$ cat src/rtl/if_fetch_stage.sv
// Instruction-fetch stage: owns the fetch PC, talks req/ack to instruction memory,
// and hands one instruction per running pulse to the IF/ID register.
module if_fetch_stage #(
    parameter logic [31:0] RESET_PC = 32'h0000_0000
) (
    input  logic        clk,
    input  logic        rst,
    input  logic        branch,
    input  logic [31:0] branch_target,
    input  logic        stall,
    output logic        imem_req,
    output logic [31:0] imem_addr,
    input  logic        imem_ack,
    input  logic [31:0] imem_rdata,
    output logic        running,
    output logic [31:0] PC,
    output logic [31:0] inst
);

    typedef enum logic [1:0] {
        BOOT = 2'd0,
        REQ  = 2'd1,
        HOLD = 2'd2,
        DROP = 2'd3
    } state_t;

    state_t      state;
    state_t      state_next;

    logic [31:0] redirect_pc;
    logic [31:0] hold_pc;
    logic [31:0] hold_inst;

    logic [31:0] addr_next;
    logic [31:0] redirect_next;
    logic [31:0] hold_pc_next;
    logic [31:0] hold_inst_next;
    logic [31:0] pc_next;
    logic [31:0] inst_next;
    logic        running_next;

    logic [31:0] target;
    logic [31:0] seq_addr;

    // Instructions are word aligned, so the low target bits never reach the memory port.
    assign target   = branch_target & ~32'd3;
    assign seq_addr = imem_addr + 32'd4;

    always_ff @(posedge clk) begin
        if (rst) begin
            state       <= BOOT;
            running     <= 1'b0;
            PC          <= 32'd0;
            inst        <= 32'd0;
            imem_addr   <= RESET_PC;
            redirect_pc <= 32'd0;
            hold_pc     <= 32'd0;
            hold_inst   <= 32'd0;
        end else begin
            state       <= state_next;
            running     <= running_next;
            PC          <= pc_next;
            inst        <= inst_next;
            imem_addr   <= addr_next;
            redirect_pc <= redirect_next;
            hold_pc     <= hold_pc_next;
            hold_inst   <= hold_inst_next;
        end
    end

    // Branch always outranks an ack, so a wrong-path word never sets running.
    always_comb begin
        state_next     = state;
        running_next   = 1'b0;
        pc_next        = PC;
        inst_next      = inst;
        addr_next      = imem_addr;
        redirect_next  = redirect_pc;
        hold_pc_next   = hold_pc;
        hold_inst_next = hold_inst;
        imem_req       = 1'b0;

        case (state)
            BOOT: begin
                state_next = REQ;
                if (branch) begin
                    addr_next = target;
                end
            end

            REQ: begin
                imem_req = 1'b1;
                if (branch) begin
                    if (imem_ack) begin
                        addr_next = target;
                    end else begin
                        redirect_next = target;
                        state_next    = DROP;
                    end
                end else if (imem_ack) begin
                    addr_next = seq_addr;
                    if (stall) begin
                        hold_pc_next   = imem_addr;
                        hold_inst_next = imem_rdata;
                        state_next     = HOLD;
                    end else begin
                        running_next = 1'b1;
                        pc_next      = imem_addr;
                        inst_next    = imem_rdata;
                    end
                end
            end

            HOLD: begin
                if (branch) begin
                    addr_next  = target;
                    state_next = REQ;
                end else if (!stall) begin
                    running_next = 1'b1;
                    pc_next      = hold_pc;
                    inst_next    = hold_inst;
                    state_next   = REQ;
                end
            end

            DROP: begin
                // Keep the stale request up until memory answers it, then refetch.
                imem_req = 1'b1;
                if (imem_ack) begin
                    addr_next  = branch ? target : redirect_pc;
                    state_next = REQ;
                end else if (branch) begin
                    redirect_next = target;
                end
            end

            default: begin
                state_next = BOOT;
            end
        endcase
    end

endmodule

$ cat config.mk
export PLATFORM = sky130hd
export DESIGN_NAME = if_fetch_stage
export DESIGN_NICKNAME = d
export VERILOG_FILES = /design/src/rtl/if_fetch_stage.sv
export SDC_FILE = /design/constraint.sdc
export NUM_CORES = 1
export LEC_CHECK = 0
export ABC_AREA = 1
export CAP_MARGIN = 25
export CORE_MARGIN = 2
export CORE_UTILIZATION = 59
export CTS_BUF_LIST = sky130_fd_sc_hd__clkbuf_8
export CTS_CLUSTER_SIZE = 24
export DETAILED_ROUTE_END_ITERATION = 16
export PLACE_DENSITY = 0.95
export SLEW_MARGIN = 10
export SYNTH_ARGS = -nofsm -noshare
export SYNTH_HDL_FRONTEND = slang
export SYNTH_SLANG_ARGS = --single-unit
export TNS_END_PERCENT = 5
$ cat constraint.sdc
create_clock -name clk -period 4.4 [get_ports clk]
set_clock_uncertainty 0.1 [all_clocks]
set_input_delay 0.66 -clock clk [delete_from_list [all_inputs] [get_ports clk]]
set_output_delay 0.66 -clock clk [all_outputs]
set_load 0.02 [all_outputs]
# After elaboration in Yosys (flattened, before gate mapping)
# Index checks and enable logic that the tools add are counted.
# Widths: inputs -> output; s select.
[word_totals] ff_bits=195 inputBits=69 out_inout_bits=98 wordCells=74
[classes] addsub=1 eq_ne=17 muxes=37 n_bitwise=1 reduce_logical=10
[op_table] operator="$mux 32" count=19
[op_table] operator="$pmux 32 s2" count=3
[op_table] operator="$pmux 32 s3" count=1
[op_table] operator="$add 32x3->32 const B" count=1
[op_table] operator="$ne 2x2->1 const B" count=9
[op_table] operator="$mux 2" count=7
[op_table] operator="$ne 3x3->1 const B" count=4
[op_table] operator="$pmux 2 s4" count=1
[op_table] operator="$reduce_and 4->1" count=2
[op_table] operator="$reduce_and 6->1" count=1
[op_table] operator="$mux 1" count=5
[op_table] operator="$reduce_and 5->1" count=1
[op_table] operator="$eq 2x2->1 const B" count=2
[op_table] operator="$reduce_bool 2->1" count=2
[op_table] operator="$reduce_or 2->1" count=2
[op_table] operator="$reduce_and 3->1" count=1
[op_table] operator="$eq 2x1->1 const B" count=1
[op_table] operator="$logic_not 2->1" count=1
[op_table] operator="$ne 2x1->1 const B" count=1
[op_table] operator="$pmux 1 s2" count=1
[op_table] operator="$not 1->1" count=1

# Longest topological paths before layout
# Gate-level depths: netlist of run 1.
[depth] depth_word=4 mapped_depth=12 mapped_depth_nobuf=12

# Least setup slack after synthesis of run 1
# No wires, ideal clock.
[synth_timing] path_kind="register to output" start="reg state[0]" end="out imem_req" arrival_time_ns=1.352 required_time_ns=3.640 path_slack_ns=2.288 stages_incl_launch_ff=7 n_path_buf=3 path_cell_list="dfxtp_1 -> ha_1 -> buf_4 -> inv_2 -> buf_2 -> buf_1 -> nand2_1"
[synth_between] elab_chain_cells=3 elab_cells_between_ends=4 cone_classes="2 x eq/ne; 1 x mux; 1 x reduce/logical"
[synth_rtl] element="start: declaration" line_no="27" source="state_t state;"
[synth_rtl] element="start signal: assignment" line_no="60" source="state <= state_next;"
[synth_rtl] element="$eq 2x2->1 / $eq 2x1->1 (equally long branches)" line_no="83" source="case (state)"
[synth_rtl] element="$reduce_or 2->1 (no line) *"
[synth_rtl] element="$mux 1 *" line_no="83"
[synth_rtl] element="end: declaration" line_no="11" source="output logic imem_req,"
# Every way passes the cells marked *; elsewhere a longest branch is shown, timed or not.

# Worst setup path in the final report of run 1
# Ends and elaborated chain as after synthesis.

==> flow_summary_export.csv, run 1 <==
group,metric,value,unit
run_status,status,"finished, final reports clean",
route,vias,10021,
worst_setup_path,crit_chain,"ha_1, buf_4, inv_2, nand2_1, clkdlybuf4s50_1",
placement,dp.cells,1677,
worst_setup_path,cp_max_fo,25,
cells_and_area,fin_area,0.01138,mm2
power_and_ir_drop,power.density,416.8,mW/mm2
route,wirelength,27340,um
grt,grt_max_degree,129,
sta,finalWorstSetupSlack,1.329,ns
synthesis,yosysSeqAreaShare,0.4176,
route,drtAntennaViolNets,0,
synthesis,synth.top_cell.area_share,0.4176,
cells_and_area,drive_gt1_frac,0.04823,
die,rows,46,
cells_and_area,nNetsFinal,1554,
cells_and_area,instances_no_fill,1709,
route,wl_per_cell,16.00,um
clock_tree,holdBufCountCts,0,
clock_tree,cts.path.max_buffers,2,
sta,whs,0.3673,ns
run,drv_cap,0,
clock_tree,htreeDepth,4,
sta,drv_slew,0,
synthesis,synth_cell_types,32,
sta,fmaxAchievable,325.7,MHz
sta,finalSetupTns,0,ns
placement,place_congestion,0.9346,
synthesis,synth_edf_count,0,
sta,maxSlewHeadroom,0.2478,
worst_setup_path,critical_path.startpoint_type,"flip-flop",
clock_tree,path_clk_slew,0.11,ns
worst_setup_path,path_class,"flip-flop to output pin",
sta,layout_min_cycle_time,3.071,ns
worst_hold_path,hp-class,"flip-flop to flip-flop",
sta,worstMarginPinSlew,1.127,ns
route,avgViaCountPerCell,5.864,
placement,place_ws,1.377,ns
clock_tree,cts_resized,0,
grt,grt-ovfl-total,0,
cells_and_area,antenna_cells,0,
placement,portBuffers,164,
grt,grt_pass1_wl,43020,um
power_and_ir_drop,power,4.745,mW
clock_tree,cts_tree,"built",
placement,place_area,0.01093,mm2
die,die_h,129.9,um
clock_tree,cts_buffers,17,
power_and_ir_drop,p_leak,4.252,nW
die,io_pins,167,
cells_and_area,area_delta_synth_final,21.77,%
cells_and_area,utilization,0.7246,
worst_setup_path,endpoint_kind,"output pin",
worst_setup_path,max_stage_delay,0.61,ns
worst_setup_path,crit_required,3.64,ns
sta,hold_viol,0,
synthesis,synth.top_cells.by_count,"nand2_1, a21oi_1, dfxtp_1",
synthesis,yosysTopAreaCell,"dfxtp_1",
synthesis,yosysMostFrequentCell,"nand2_1",
synthesis,synth_nets,1460,
grt,grt.total_usage,0.3164,
grt,grt_pass1_vias,8671,
die,dieWidth,129.9,um
route,post-route-drc-count,0,
synthesis,synth_area_leaders,"dfxtp_1, nand2_1, a21oi_1",
synthesis,syn_inst,1386,
synthesis,yosys_register_bits,195,
sta,finalCritPeriodShare,0.6979,
synthesis,syn_area_per_cell,6.745,um2
sta,rsz0062_at_grt,"no",
die,die-area,0.01687,mm2
clock_tree,cts_setup_buffers,0,
clock_tree,cts_root_buffer,"clkbuf_8",
sta,setup_violations,0,
synthesis,ys_warn_count,0,
power_and_ir_drop,ir_worst_vdd,0.2741,mV
synthesis,async_flop_share,0,
synthesis,netlist_area,0.009349,mm2
worst_setup_path,cp_slowest_cell,"clkdlybuf4s50_1",
synthesis,ys.flop_type,"dfxtp_1",
route,drt_iter0_markers,1114,
grt,antenna_found_initial,0,
clock_tree,insertion_delay,0.48,ns
die,core-area,0.01571,mm2
die,initial_core_util,0.5950,
clock_tree,cts_num_sinks,195,
route,dr.pass1.iters,5,
placement,place_hpwl,17390,um
worst_setup_path,cp_data_arrival_time,2.31,ns
[sequential cells by signal (all words and copies together), names as in the netlist]
register and count:
running 1, state 2, PC 32, inst 32
hold_pc 32, redirect_pc 32, hold_inst 32, imem_addr 32
[logic make-up after synthesis]
kind of cell    count (synthesis)  synth area share
xor+xnor                        3          0.002811
simple gates                  581            0.2496
flops                         195            0.4176
fa+ha+maj                       5          0.006692
buf+inv                       151           0.07106
compound gates                451            0.2523
[cells in the final DEF (no fill, tap or decap), drive strengths merged]
cell and n:
a211oi 1, a21oi 207, a31oi 65, and2 2
buf 14, bufinv 2, clkbuf 17, clkdlybuf4s50 163
clkinv 9, dfxtp 195, ha 5, inv 53
nand2 401, nand3 49, nand3b 1, nand4 1
nor2 123, nor3 4, o211ai 1, o21ai 174
o22ai 1, o311ai 1, o31ai 1, xor2 3
[power by group]
group	total, mW	switching, mW	internal [mW]
clock network	1.26	0.718	0.543
logic	1.34	0.833	0.508
registers	2.14	0.197	1.95
[layer usage]
metal  wire [um]  global-route usage
met3        2930             0.06437
met1       11200              0.4358
met2       12580              0.4949
met5           0                   0
met4         624              0.1151
[layout make-up]
type                    count  area [um2]
multi-input cells        1040        4803
fillers                  1247        4328
flip-flops and latches    195        3904
repair buffers            177        1772
well taps                 216       270.3
clock buffers              17       234.0
clock inverters            15       216.5
inverters                  49       185.2
[final timing paths]
path	from	to	slack [ns]	cells after the start
hold / removal	hold_inst[13]	inst[13]	0.37	2
setup / recovery	state[0]	imem_req	1.33	5
setup reg to reg	state[0]	PC[25]	1.33	8
hold reg to reg	hold_inst[13]	inst[13]	0.37	2
[critical path: cells and delay by family, from the launching register on]
kind / cells / cell delay [ns]
buffers and inverters: 3 / 1.14
DFF: 1 / 0.38
adders and majority gates: 1 / 0.18
and+or+nand+nor: 1 / 0.12
Power figures use the tool's default switching activity.
==> inputs of run 2 (changes only) <==
CORE_UTILIZATION = 49   (was 59)
PLACE_DENSITY = 0.86   (was 0.95)
clock period = 2.65 ns   (was 4.4 ns; I/O delays follow)
==> run 2 against run 1 <==
Die area grew 20%. Sequential share of layout area decreased by 0.31 points. First-iteration DRC count rose by 3.1%. Clock-buffer cell count is the same. Setup slack worse by 1.2 ns. Core utilization shrank 11 points. Via count is 1.6% lower. Final cell count is 1.8% higher.
==> flow_summary_export.csv, run 2 (same netlist as run 1, synthesis figures left out) <==
group,metric,value,unit
run_status,status,"finished, final reports clean",
sta,finalCritPeriodShare,0.9589,
run,drv_cap,0,
route,vias,9865,
route,wl_per_cell,15.83,um
worst_setup_path,cp_data_arrival_time,2.04,ns
worst_hold_path,holdPathStages,4,
die,core-area,0.01871,mm2
cells_and_area,final_common_cell,"nand2_1",
clock_tree,insertion_delay,0.49,ns
sta,maxSlewHeadroom,0.5185,
clock_tree,cts_root_buffer,"clkbuf_8",
die,die-area,0.02020,mm2
worst_setup_path,endpoint_kind,"output pin",
cells_and_area,area_delta_synth_final,22.89,%
cells_and_area,fin_area,0.01149,mm2
cells_and_area,instances_no_fill,1739,
route,drtAntennaViolNets,0,
worst_setup_path,critical_path.startpoint_type,"flip-flop",
cells_and_area,nFillCells,1661,
route,post-route-drc-count,0,
cells_and_area,multiInputGateArea,0.004803,mm2
die,initial_core_util,0.4998,
clock_tree,cts_buffers,17,
clock_tree,cts.path.max_buffers,2,
placement,place_area,0.01107,mm2
route,dr.pass1.iters,6,
clock_tree,cts_tree,"built",
worst_setup_path,crit_required,2.15,ns
route,drt_iter0_markers,1149,
sta,layout_min_cycle_time,2.541,ns
power_and_ir_drop,swShare,0.3787,
die,dieWidth,142.1,um
power_and_ir_drop,power_frac_comb,0.294,
worst_setup_path,path_class,"flip-flop to output pin",
placement,dp.cells,1707,
power_and_ir_drop,seqPwrFrac,0.454,
grt,grt_pass1_vias,8692,
sta,worstMarginPinSlew,0.7223,ns
die,io_pins,167,
die,rows,50,
sta,setup_violations,0,
sta,drv_slew,0,
power_and_ir_drop,p_switching,2.959,mW
clock_tree,htreeDepth,4,
clock_tree,holdBufCountCts,0,
sta,hold_viol,0,
cells_and_area,final_cell_mix,"nand2_1, a21oi_1, dfxtp_1",
cells_and_area,seq_area,0.003904,mm2
cells_and_area,nNetsFinal,1566,
sta,finalSetupTns,0,ns
grt,grt-ovfl-total,0,
route,wirelength,27530,um
sta,fmaxAchievable,393.5,MHz
grt,antenna_found_initial,0,
power_and_ir_drop,p_leak,4.308,nW
power_and_ir_drop,clockPowerShare,0.253,
power_and_ir_drop,power.density,680.0,mW/mm2
grt,grt.total_usage,0.2698,
die,die_h,142.1,um
cells_and_area,antenna_cells,0,
worst_setup_path,cp_max_fo,11,
placement,place_hpwl,18090,um
power_and_ir_drop,ir_worst_vdd,0.3710,mV
clock_tree,cts_setup_buffers,0,
route,avgViaCountPerCell,5.673,
placement,place_congestion,0.8949,
clock_tree,path_clk_slew,0.11,ns
sta,rsz0062_at_grt,"no",
placement,portBuffers,164,
cells_and_area,drive_gt1_frac,0.05581,
grt,grt_max_degree,129,
grt,grt_pass1_wl,44050,um
worst_hold_path,hp-class,"input pin to flip-flop",
worst_setup_path,r2r_cells,9,
clock_tree,cts_resized,0,
clock_tree,cts_num_sinks,195,
power_and_ir_drop,internal-power,4.853,mW
## run 2: changes by cell type in the layout (fill, tap and decap cells not counted), sizes merged
cell | before | now
buf | 14 | 26
bufinv | 2 | 0
clkinv | 9 | 8
inv | 53 | 56
## run 2: cell type report
| type | instances | share of cell area |
|---|---|---|
| clock buffer | 17 | 0.02037 |
| clock inverter | 15 | 0.01568 |
| inverter | 49 | 0.01634 |
| multi-input combinational | 1040 | 0.4181 |
| sequential | 195 | 0.3398 |
| tap | 234 | 0.02548 |
| timing repair buffer | 189 | 0.1642 |
## run 2: routing by layer
layer	GRT usage	wire (um)
met1	0.3713	11630
met2	0.4233	12580
met4	0.08526	518
met3	0.05922	2794
met5	0	0
## run 2: power groups by stage
stage	Clock [mW]	Sequential, mW	Combinational (mW)
2_1_floorplan	0	3.73	1.19
3_3_place_gp	0	3.59	2.21
3_5_place_dp	0	3.60	2.25
4_1_cts	2.00	3.53	2.27
5_1_grt	2.12	3.58	2.50
6_report	1.97	3.54	2.29
## run 2: path summary, 6_finish.rpt
kind / start / to / slack, ns
worst max-delay path: state[1] / imem_req / 0.11
worst max register to register: state[1] / redirect_pc[1] / 0.38
worst min register to register: hold_pc[13] / PC[13] / 0.37
worst min-delay path: branch / running / 0.36
## run 2: critical path, cell delays in order (launching register included)
cell and delay (ns):
dfxtp_1 0.34, inv_1 0.10, ha_1 0.30, inv_4 0.12, nand2_1 0.09, clkdlybuf4s50_1 0.61
## run 2: through the flow
stage               worst slack [ns]    util  total power [mW]  hold WS, ns
finish                        0.1089  0.6142             7.812       0.3580
global route                 0.01288  0.6142             8.206       0.3865
CTS                          0.08521  0.6140             7.801       0.3531
detailed placement            0.4159  0.5919             5.851       0.3578
global placement              0.4475  0.5919             5.806       0.3487
floorplan                     0.8010       -             4.927       0.3407
